### config.mk
export PLATFORM = sky130hd
export DESIGN_NAME = mem_port_arbiter
export DESIGN_NICKNAME = d
export VERILOG_FILES = /design/src/rtl/mem_port_arbiter.sv
export SDC_FILE = /design/constraint.sdc
export NUM_CORES = 1
export LEC_CHECK = 0
export BUFFER_PORTS_ARGS = -buffer_cell sky130_fd_sc_hd__buf_2
export CAP_MARGIN = 10
export CORE_AREA = 2 2 185 187
export DETAILED_ROUTE_END_ITERATION = 8
export DIE_AREA = 0 0 187 189
export HOLD_SLACK_MARGIN = 0.1
export PLACE_DENSITY = 0.4
export REMOVE_ABC_BUFFERS = 1
export SYNTH_ARGS = -nofsm -noshare
export SYNTH_HDL_FRONTEND = slang
export SYNTH_SLANG_ARGS = --single-unit
### constraint.sdc
create_clock -name clk -period 1.4 [get_ports clk]
set_input_delay 0.21 -clock clk [delete_from_list [all_inputs] [get_ports clk]]
set_output_delay 0.21 -clock clk [all_outputs]
set_load 0.1 [all_outputs]
### src/rtl/mem_port_arbiter.sv
// mem_port_arbiter: shares one memory port between instruction fetch (I)
// and data load/store (D). One transaction in flight; reads are sequenced
// over the fixed memory latency RD_LAT (1..4). The FSM state is exported
// on dbg_state (0 = IDLE, 1 = RD_WAIT, 2 = RESP).
//
// Handshake: a requester raises req with stable addr/we/wdata/strb; gnt is
// a one-cycle pulse in the cycle the request drives the memory port. Req
// may drop before gnt (withdrawal). After gnt it drops the next cycle unless
// a new transaction is presented. A read returns with a one-cycle rvalid
// exactly RD_LAT cycles after gnt.
//
// Optional macro MEM_ARB_FAIR_EN: contested issues alternate between I and D.
// When it is undefined, D always beats I.
module mem_port_arbiter #(
  parameter int ADDR_W = 64,
  parameter int DATA_W = 64,
  parameter int RD_LAT = 1
) (
  input  logic                clk,
  input  logic                reset,
  input  logic                i_req,
  input  logic [ADDR_W-1:0]   i_addr,
  output logic                i_gnt,
  output logic                i_rvalid,
  input  logic                d_req,
  input  logic                d_we,
  input  logic [ADDR_W-1:0]   d_addr,
  input  logic [DATA_W-1:0]   d_wdata,
  input  logic [DATA_W/8-1:0] d_strb,
  output logic                d_gnt,
  output logic                d_rvalid,
  output logic [DATA_W-1:0]   rdata,
  output logic                mem_en,
  output logic                mem_we,
  output logic [ADDR_W-1:0]   mem_addr,
  output logic [DATA_W-1:0]   mem_wdata,
  output logic [DATA_W/8-1:0] mem_strb,
  input  logic [DATA_W-1:0]   mem_rdata,
  output logic [1:0]          dbg_state
);

  localparam logic [1:0] LAT_M1 = 2'(RD_LAT - 1);

  typedef enum logic [1:0] {
    IDLE    = 2'd0,
    RD_WAIT = 2'd1,
    RESP    = 2'd2
  } state_t;

  state_t     state_q, state_d;
  logic [1:0] cnt_q, cnt_d;
  logic       owner_d_q, owner_d_d;   // 1: read in flight belongs to D
  logic       pick_d;                 // D wins the current arbitration

`ifdef MEM_ARB_FAIR_EN
  logic last_d_q, last_d_d;           // D won the last contested issue

  // Contested issue goes to whoever did not win the previous contest
  always_comb begin
    pick_d   = d_req & (~i_req | ~last_d_q);
    last_d_d = last_d_q;
    if (!reset && state_q == IDLE && i_req && d_req) begin
      last_d_d = pick_d;
    end
  end

  // Fairness pointer register; starts as if I won last time
  always_ff @(posedge clk) begin
    if (reset) begin
      last_d_q <= 1'b0;
    end else begin
      last_d_q <= last_d_d;
    end
  end
`else
  assign pick_d = d_req;
`endif

  // Read data passes straight through from the memory macro
  assign rdata     = mem_rdata;
  assign dbg_state = state_q;

  // Next state, port mux and grant/response pulses
  always_comb begin
    state_d   = state_q;
    cnt_d     = cnt_q;
    owner_d_d = owner_d_q;
    i_gnt     = 1'b0;
    d_gnt     = 1'b0;
    i_rvalid  = 1'b0;
    d_rvalid  = 1'b0;
    mem_en    = 1'b0;
    mem_we    = 1'b0;
    mem_addr  = '0;
    mem_wdata = '0;
    mem_strb  = '0;
    if (!reset) begin
      case (state_q)
        IDLE: begin
          if (i_req || d_req) begin
            mem_en = 1'b1;
            if (pick_d) begin
              d_gnt    = 1'b1;
              mem_addr = d_addr;
              mem_we   = d_we;
              if (d_we) begin
                mem_wdata = d_wdata;
                mem_strb  = d_strb;
              end
            end else begin
              i_gnt    = 1'b1;
              mem_addr = i_addr;
            end
            // Stores complete at issue; reads wait out the latency
            if (!(pick_d && d_we)) begin
              cnt_d     = LAT_M1;
              owner_d_d = pick_d;
              state_d   = (RD_LAT == 1) ? RESP : RD_WAIT;
            end
          end
        end
        RD_WAIT: begin
          cnt_d = cnt_q - 2'd1;
          if (cnt_q <= 2'd1) begin
            state_d = RESP;
          end
        end
        RESP: begin
          if (owner_d_q) begin
            d_rvalid = 1'b1;
          end else begin
            i_rvalid = 1'b1;
          end
          state_d = IDLE;
        end
        default: state_d = IDLE;
      endcase
    end
  end

  // State, latency counter and read owner registers
  always_ff @(posedge clk) begin
    if (reset) begin
      state_q   <= IDLE;
      cnt_q     <= 2'd0;
      owner_d_q <= 1'b0;
    end else begin
      state_q   <= state_d;
      cnt_q     <= cnt_d;
      owner_d_q <= owner_d_d;
    end
  end

endmodule

==> flow_metrics.env, run 1 <==
export IMPL_place_congestion=0.8172
export IMPL_syn_to_final_growth_pct=197.5
export IMPL_die_height_um=189
export IMPL_hold_viol_final=0
export IMPL_path_clk_slew_ns=0.03
export IMPL_synthTopCellsByArea="buf_4 (21%), nand3b_1 (19%), and2_1 (18%)"
export IMPL_ys_flop_type="dfxtp_1"
export IMPL_place_port_buffers=347
export IMPL_setup_viol=139
export IMPL_vdd_ir_drop_max_v=0.0002935
export IMPL_routed_wl_um=20390
export IMPL_use_met3_pct=9.268
export IMPL_grt_util_met2_pct=15.27
export IMPL_fin_worst_hold_slack_ns=0.3014
export IMPL_cp_top_family="simple AND/OR/NAND/NOR gates"
export IMPL_setup_slack_ns=-0.3153
export IMPL_end_kind="primary output"
export IMPL_die_area_um2=35340
export IMPL_grt_use_total_pct=10.38
export IMPL_rsz0062_at_grt="true"
export IMPL_synth_edf_count=0
export IMPL_route_antenna_remaining_nets=0
export IMPL_grt_pass1_vias=3930
export IMPL_insertedDiodeCount=0
export IMPL_core_area_um2=33280
export IMPL_final_area_um2=7400
export IMPL_grt_max_degree=75
export IMPL_first_pass_iters=4
export IMPL_netlist_area_leader_share_pct=20.52
export IMPL_groute_layer_met1_usage_pct=10.91
export IMPL_netlist_top_cells_count="and2_1 (72), buf_4 (68), nand2_1 (64), nand3b_1 (64), a21oi_1 (34)"
export IMPL_crit_buf_inv=2
export IMPL_viasPerCell=3.521
export IMPL_drt_iter0_drc=124
export IMPL_period_needed_ns=1.715
export IMPL_nets=940
export IMPL_p_leak_nw=2.987
export IMPL_fin_skew_ns=0.001137
export IMPL_cts_root_buf="clkbuf_16"
export IMPL_ios=477
export IMPL_synth_most_common_cell="and2_1"
export IMPL_ys_seq_area_share_pct=1.610
export IMPL_numClockSinks=2
export IMPL_antenna_found_initial=1
export IMPL_cp_arrival_ns=1.51
export IMPL_insertion_delay_ns=0.22
export IMPL_status="finished, violations left"
export IMPL_fp_dieW_um=187
export IMPL_grt_pass1_wl_um=27180
export IMPL_cp_max_fo=30
export IMPL_dpl_instance_area_um2=6395
export IMPL_yosysUniqueCellTypes=19
export IMPL_finalCritPeriodShare_pct=122.5
export IMPL_slew_violations=0
export IMPL_cellPowerDensity_nw_per_um2=493.6
export IMPL_layout_drive_gt1_share_pct=73.84
export IMPL_initial_core_util_pct=7.474
export IMPL_dpl_hpwl_um=16460
export IMPL_synth_seq_cells=2
export IMPL_max_cap_violations=0
export IMPL_place_ws_ns=-0.1800
export IMPL_fillers=3640
export IMPL_grt_busiest_layer="met2"
export IMPL_cpPeakStageDelay_ns=0.37
export IMPL_hp_class="input port to register"
export IMPL_cp_required_ns=1.19
export IMPL_fmax_mhz=583.0
export IMPL_syn_avg_cell_area_um2=6.494
export IMPL_synth_top_area_cell="buf_4"
export IMPL_cp_slowest_cell="and4bb_4"
export IMPL_start_kind="register"
export IMPL_drc=0
export IMPL_cts_max_level=1
export IMPL_ctsHoldBuffers=0
export IMPL_failed_checks="negative setup slack"
export IMPL_numCtsBuffers=3
export IMPL_rows=67
export IMPL_wl_per_cell_um=18.25
export IMPL_route_vias_total=3933
export IMPL_grt_overflow=0
export IMPL_synth_warnings=0
export IMPL_netlist_area_um2=2487
export IMPL_clock_path_buffers=2
export IMPL_crit_chain="and4bb_4 -> clkbuf_16 -> and2_1 -> buf_12"
export IMPL_synthCells=383
export IMPL_synthArstFlopShare_pct=0
export IMPL_tritoncts="built"
export IMPL_worst_setup_path_type="register to primary output"
[kinds of logic (layout without fill, tap and decap cells)]
logic type / count (synthesis) / after routing / synth area share (%)
compound gates: 67 / 67 / 18.71
buf+inv: 103 / 389 / 29.83
simple gates: 210 / 210 / 49.70
other cells: 1 / 1 / 0.1508
flops: 2 / 2 / 1.610
[flip-flops by register name, indices dropped and copies added, names as in the netlist]
signal     count
owner_d_q      1
dbg_state      1
[final timing paths]
kind                startpoint       endpoint  slack [ns]  cells after the start
setup / recovery  dbg_state[1]  mem_wdata[18]       -0.32                      4
hold / removal            d_we   dbg_state[1]        0.30                      3
setup reg to reg  dbg_state[1]   dbg_state[1]        0.35                      3
hold reg to reg      owner_d_q      owner_d_q        0.54                      2
[worst register-to-register path, delay by kind of cell, from the launching register on]
family	cells	cell delay, ns
compound gates	1	0.18
simple gates	1	0.30
buf+inv	1	0.18
flops	1	0.31
[cell type report]
class / count / area (um^2) / share of cell area [%]
clock buffers: 3 / 75.07 / 1.015
multi-input cells: 278 / 2340 / 31.62
repair buffers: 386 / 4383 / 59.23
flip-flops and latches: 2 / 41.29 / 0.5580
well taps: 448 / 560.5 / 7.575
[power breakdown]
group | switching [mW] | internal [mW]
registers | 0.00312 | 0.0618
logic | 1.96 | 1.21
clock network | 0.0618 | 0.363
total | 2.02 | 1.63
[placed cells by master (no fill, tap or decap), drive strengths merged, types with 2 or more instances in the layout]
master	synthesis	routed
nor3b	3	3
nand3b	64	64
nand2	64	64
a21oi	64	64
dfxtp	2	2
buf	88	384
clkbuf	15	5
and2	72	72
nor2	4	4
[metal layers]
metal | up-vias | wire length [um]
met4 | 8 | 105
met2 | 381 | 8705
met3 | 16 | 3978
met5 | - | 362
met1 | 1769 | 7235
li1 | 1759 | -
[metrics by stage]
step	utilization, %	std cells	TNS, ns	total power [mW]
global route	22.23	1117	-43.17	3.787
finish	22.23	1117	-38.03	3.652
CTS	21.11	1103	-37.07	3.535
global placement	19.22	1095	-11.88	2.876
detailed placement	19.22	1095	-11.37	2.881
floorplan	-	280	-323.81	1.594
[what timing repair did]
action,CTS,global route
cloned,2,2
resized for setup,97,51
pin swaps,1,3
endpoints found under the setup margin,141,141
setup buffers,3,12
Note: power is estimated with default switching activity, not from simulation.
==> inputs of run 2 (changes only) <==
GPL_ROUTABILITY_DRIVEN = 0   (was unset)
SKIP_CTS_REPAIR_TIMING = 1   (was unset)
==> flow_metrics.env, run 2 (synthesis results as in run 1) <==
export IMPL_status="finished, violations left"
export IMPL_failed_checks="negative setup slack"
export IMPL_grt_util_met2_pct=14.26
export IMPL_crit_chain="or2_4 -> buf_12 -> a21oi_1 -> buf_4 -> buf_12"
export IMPL_end_kind="primary output"
export IMPL_grt_pass1_vias=3725
export IMPL_core_area_um2=33280
export IMPL_drt_iter0_drc=150
export IMPL_nets=925
export IMPL_cp_top_family="buffers and inverters"
export IMPL_grt_pass1_wl_um=26100
export IMPL_route_antenna_remaining_nets=0
export IMPL_max_cap_violations=0
export IMPL_insertion_delay_ns=0.22
export IMPL_p_int_mw=1.535
export IMPL_numClockSinks=2
export IMPL_cpPeakStageDelay_ns=0.31
export IMPL_clock_path_buffers=2
export IMPL_setup_tns_ns=-33.75
export IMPL_die_area_um2=35340
export IMPL_crit_cells=5
export IMPL_cts_root_buf="clkbuf_16"
export IMPL_setup_slack_ns=-0.3113
export IMPL_cp_arrival_ns=1.50
export IMPL_antenna_found_initial=1
export IMPL_hold_path_endpoint="dbg_state[1]"
export IMPL_start_kind="register"
export IMPL_cts_max_level=1
export IMPL_cp_required_ns=1.19
export IMPL_path_clk_slew_ns=0.03
export IMPL_fin_worst_hold_slack_ns=0.3079
export IMPL_grt_busiest_layer="met2"
export IMPL_drc=0
export IMPL_use_met3_pct=9.008
export IMPL_power_switching_mw=1.965
export IMPL_crit_path_start="dbg_state[1]"
export IMPL_rr_startpoint="dbg_state[1]"
export IMPL_cellPowerDensity_nw_per_um2=497.1
export IMPL_vdd_ir_drop_max_v=0.0002998
export IMPL_r2r_end="dbg_state[1]"
export IMPL_groute_layer_met1_usage_pct=10.79
export IMPL_hp_class="input port to register"
export IMPL_fin_skew_ns=0.001162
export IMPL_hold_depth=3
export IMPL_setup_viol=139
export IMPL_initial_core_util_pct=7.474
export IMPL_combPwrFrac_pct=86.0
export IMPL_layout_drive_gt1_share_pct=68.81
export IMPL_fmax_mhz=584.3
export IMPL_rsz0062_at_grt="true"
export IMPL_worst_setup_path_type="register to primary output"
export IMPL_grt_use_total_pct=9.966
export IMPL_wl_per_cell_um=17.99
export IMPL_place_ws_ns=-0.1800
export IMPL_slew_violations=0
export IMPL_crit_path_frequent_cell="buf_12"
export IMPL_sw_frac_of_total_pct=56.14
export IMPL_route_vias_total=3799
export IMPL_viasPerCell=3.447
export IMPL_syn_to_final_growth_pct=183.1
export IMPL_numCtsBuffers=3
export IMPL_hold_viol_final=0
export IMPL_routed_wl_um=19820
export IMPL_rows=67
export IMPL_reg2reg_depth=3
export IMPL_insertedDiodeCount=0
export IMPL_period_needed_ns=1.711
export IMPL_ff2ff_setup_slack_ns=0.36
export IMPL_ios=477
export IMPL_worst_hold_startpoint="d_we"
export IMPL_cp_slowest_cell="dfxtp_2"
export IMPL_p_leak_nw=2.834
export IMPL_dpl_hpwl_um=16460
export IMPL_tritoncts="built"
export IMPL_dpl_instance_area_um2=6395
export IMPL_fp_dieW_um=187
export IMPL_mostFrequentLayoutCells="buf_2 (203), buf_12 (149), and2_1 (68), nand2_1 (64), nand3b_1 (64)"
export IMPL_grt_max_degree=75
export IMPL_finalCritPeriodShare_pct=122.2
export IMPL_pwr_share_seq_pct=1.9
export IMPL_die_height_um=189
export IMPL_grt_overflow=0
export IMPL_layout_commonest_cell="buf_2"
export IMPL_final_area_um2=7043
export IMPL_crit_buf_inv=3
export IMPL_first_pass_iters=4
export IMPL_clockPowerShare_pct=12.1
export IMPL_cp_max_fo=35
export IMPL_place_port_buffers=347
run 2: changes by cell type in the layout (fill, tap and decap cells not counted), sizes merged:
cell,before,now
buf,384,369
run 2: worst max-delay path by stage:
stage	endpoint	slack [ns]
after global routing	mem_addr[54]	-0.35
after CTS	mem_wdata[7]	-0.38
after detailed placement	mem_wdata[7]	-0.18
after floorplan	i_gnt	-3.08
final	mem_addr[54]	-0.31
after global placement	mem_wdata[7]	-0.19
run 2: power by group through the flow:
stage	combinational [mW]	clock [mW]	sequential, mW
final	3.01	0.425	0.0649
after detailed placement	2.82	0	0.0647
after global placement	2.81	0	0.0646
after CTS	2.82	0.437	0.0640
after global routing	3.13	0.441	0.0656
after floorplan	1.51	0	0.0815
run 2: worst min-delay path: stages:
cell and delay, ns:
buf_2 0.10, buf_4 0.11, a211oi_2 0.05
run 2: metrics by stage:
step	power [mW]	util [%]	std cells
6_report	3.501	21.16	1102
5_1_grt	3.634	21.16	1102
4_1_cts	3.322	19.44	1098
3_5_place_dp	2.881	19.22	1095
3_3_place_gp	2.876	19.22	1095
2_1_floorplan	1.594	-	280
run 2: layout make-up:
class | instances | area (um^2)
fill | 3666 | 26240
multi-input combinational | 278 | 2175
sequential | 2 | 41.29
tap | 448 | 560.5
timing repair buffer | 371 | 4192
clock buffer | 3 | 75.07
run 2: layer usage:
| metal | up-vias | routed length [um] | part of all wire [%] |
|---|---|---|---|
| met3 | 12 | 3847 | 19 |
| met1 | 1685 | 7052 | 36 |
| li1 | 1729 | - | - |
| met2 | 365 | 8472 | 43 |
| met5 | - | 379 | 1.9 |
| met4 | 8 | 69 | 0.35 |
==> inputs of run 3 (changes only) <==
clock period = 2.1 ns   (was 1.4 ns; I/O delays follow)
==> flow_metrics.env, run 3 (synthesis results as in run 1) <==
export IMPL_status="completed"
export IMPL_layout_commonest_cell="buf_2"
export IMPL_grt_max_degree=62
export IMPL_tritoncts="built"
export IMPL_cts_max_level=1
export IMPL_numClockSinks=2
export IMPL_finalCritPeriodShare_pct=94.30
export IMPL_drt_iter0_drc=92
export IMPL_ios=477
export IMPL_cp_arrival_ns=1.67
export IMPL_clock_path_buffers=2
export IMPL_viasPerCell=3.392
export IMPL_routed_wl_um=19030
export IMPL_crit_chain="and4bb_2 -> buf_12 -> and2_1 -> buf_12"
export IMPL_fillers=3711
export IMPL_cp_slowest_cell="and4bb_2"
export IMPL_end_kind="primary output"
export IMPL_dp_cells=1090
export IMPL_final_cells=1094
export IMPL_fin_worst_hold_slack_ns=0.3436
export IMPL_syn_to_final_growth_pct=158.9
export IMPL_grt_use_total_pct=9.974
export IMPL_worst_pin_slew_ns=0.5296
export IMPL_worst_hold_startpoint="d_we"
export IMPL_rows=67
export IMPL_fp_dieW_um=187
export IMPL_path_clk_slew_ns=0.03
export IMPL_slew_violations=0
export IMPL_grt_busiest_layer="met2"
export IMPL_reg2reg_depth=3
export IMPL_mostFrequentLayoutCells="buf_2 (206), buf_12 (148), and2_1 (72), nand2_1 (64), nand3b_1 (64)"
export IMPL_power_mw=2.185
export IMPL_grt_overflow=0
export IMPL_worst_setup_path_type="register to primary output"
export IMPL_cpPeakStageDelay_ns=0.40
export IMPL_slew_headroom_pct=64.93
export IMPL_insertion_delay_ns=0.22
export IMPL_period_needed_ns=1.980
export IMPL_start_kind="register"
export IMPL_setup_tns_ns=0
export IMPL_cp_required_ns=1.78
export IMPL_die_height_um=189
export IMPL_nets=916
export IMPL_route_vias_total=3711
export IMPL_core_area_um2=33280
export IMPL_antenna_found_initial=0
export IMPL_cp_max_fo=61
export IMPL_rr_startpoint="dbg_state[1]"
export IMPL_fmax_mhz=505.0
export IMPL_dpl_instance_area_um2=6362
export IMPL_setup_slack_ns=0.1197
export IMPL_place_ws_ns=0.2786
export IMPL_setup_viol=0
export IMPL_drc=0
export IMPL_die_area_um2=35340
export IMPL_groute_layer_met1_usage_pct=10.69
export IMPL_layout_drive_gt1_share_pct=61.86
export IMPL_grt_util_met2_pct=14.63
export IMPL_route_antenna_remaining_nets=0
export IMPL_grt_pass1_vias=3691
export IMPL_ff2ff_setup_slack_ns=0.85
export IMPL_cts_root_buf="clkbuf_16"
export IMPL_crit_path_frequent_cell="buf_12"
export IMPL_rsz0062_at_grt="false"
export IMPL_grt_pass1_wl_um=26010
export IMPL_hold_viol_final=0
export IMPL_use_met3_pct=9.101
export IMPL_max_cap_violations=0
export IMPL_fin_util_pct=19.35
export IMPL_cellPowerDensity_nw_per_um2=339.3
export IMPL_wl_per_cell_um=17.40
export IMPL_hp_class="input port to register"
export IMPL_fin_skew_ns=0.001663
export IMPL_place_port_buffers=347
export IMPL_hold_depth=2
export IMPL_numCtsBuffers=3
export IMPL_first_pass_iters=5
export IMPL_final_area_um2=6440
export IMPL_p_leak_nw=2.718
export IMPL_initial_core_util_pct=7.474
export IMPL_dpl_hpwl_um=16630
export IMPL_vdd_ir_drop_max_v=0.0001954
export IMPL_crit_path_start="dbg_state[1]"
## run 3: cell types whose count changed in the layout (fill, tap and decap cells not counted), sizes merged
cell / before / now
buf: 369 / 362
diode: 0 / 1
clkbuf: 5 / 3
## run 3: worst max-delay path: cells and delay by family, from the launching register on
family                 cells  cell delay [ns]
DFF                        1             0.36
and+or+nand+nor            2             0.63
buffers and inverters      2             0.41
## run 3: final timing paths
path | to
max | mem_wdata[28]
min | dbg_state[1]
max reg2reg | dbg_state[1]
min reg2reg | owner_d_q
## run 3: area by class of cell
class	count	area (um^2)	share of cell area, %
Tap cell	448	560.5	8.704
Sequential cell	2	40.04	0.6217
Multi-Input combinational cell	278	1708	26.52
Timing Repair Buffer	362	4054	62.95
Antenna cell	1	2.502	0.03886
Clock buffer	3	75.07	1.166
## run 3: report_power, final
| group | switching [mW] | leakage (nW) | total, mW | internal (mW) |
|---|---|---|---|---|
| logic | 1.18 | 2.66 | 1.86 | 0.674 |
| clock network | 0.0411 | 0.0370 | 0.283 | 0.242 |
| registers | 0.00373 | 0.0165 | 0.0446 | 0.0409 |
| total | 1.23 | 2.72 | 2.19 | 0.956 |
## run 3: metal layers
| layer | up-vias | wire [um] |
|---|---|---|
| met5 | - | 236 |
| met4 | 4 | 46 |
| met3 | 10 | 3913 |
| met2 | 365 | 7819 |
| met1 | 1619 | 7016 |
| li1 | 1713 | - |
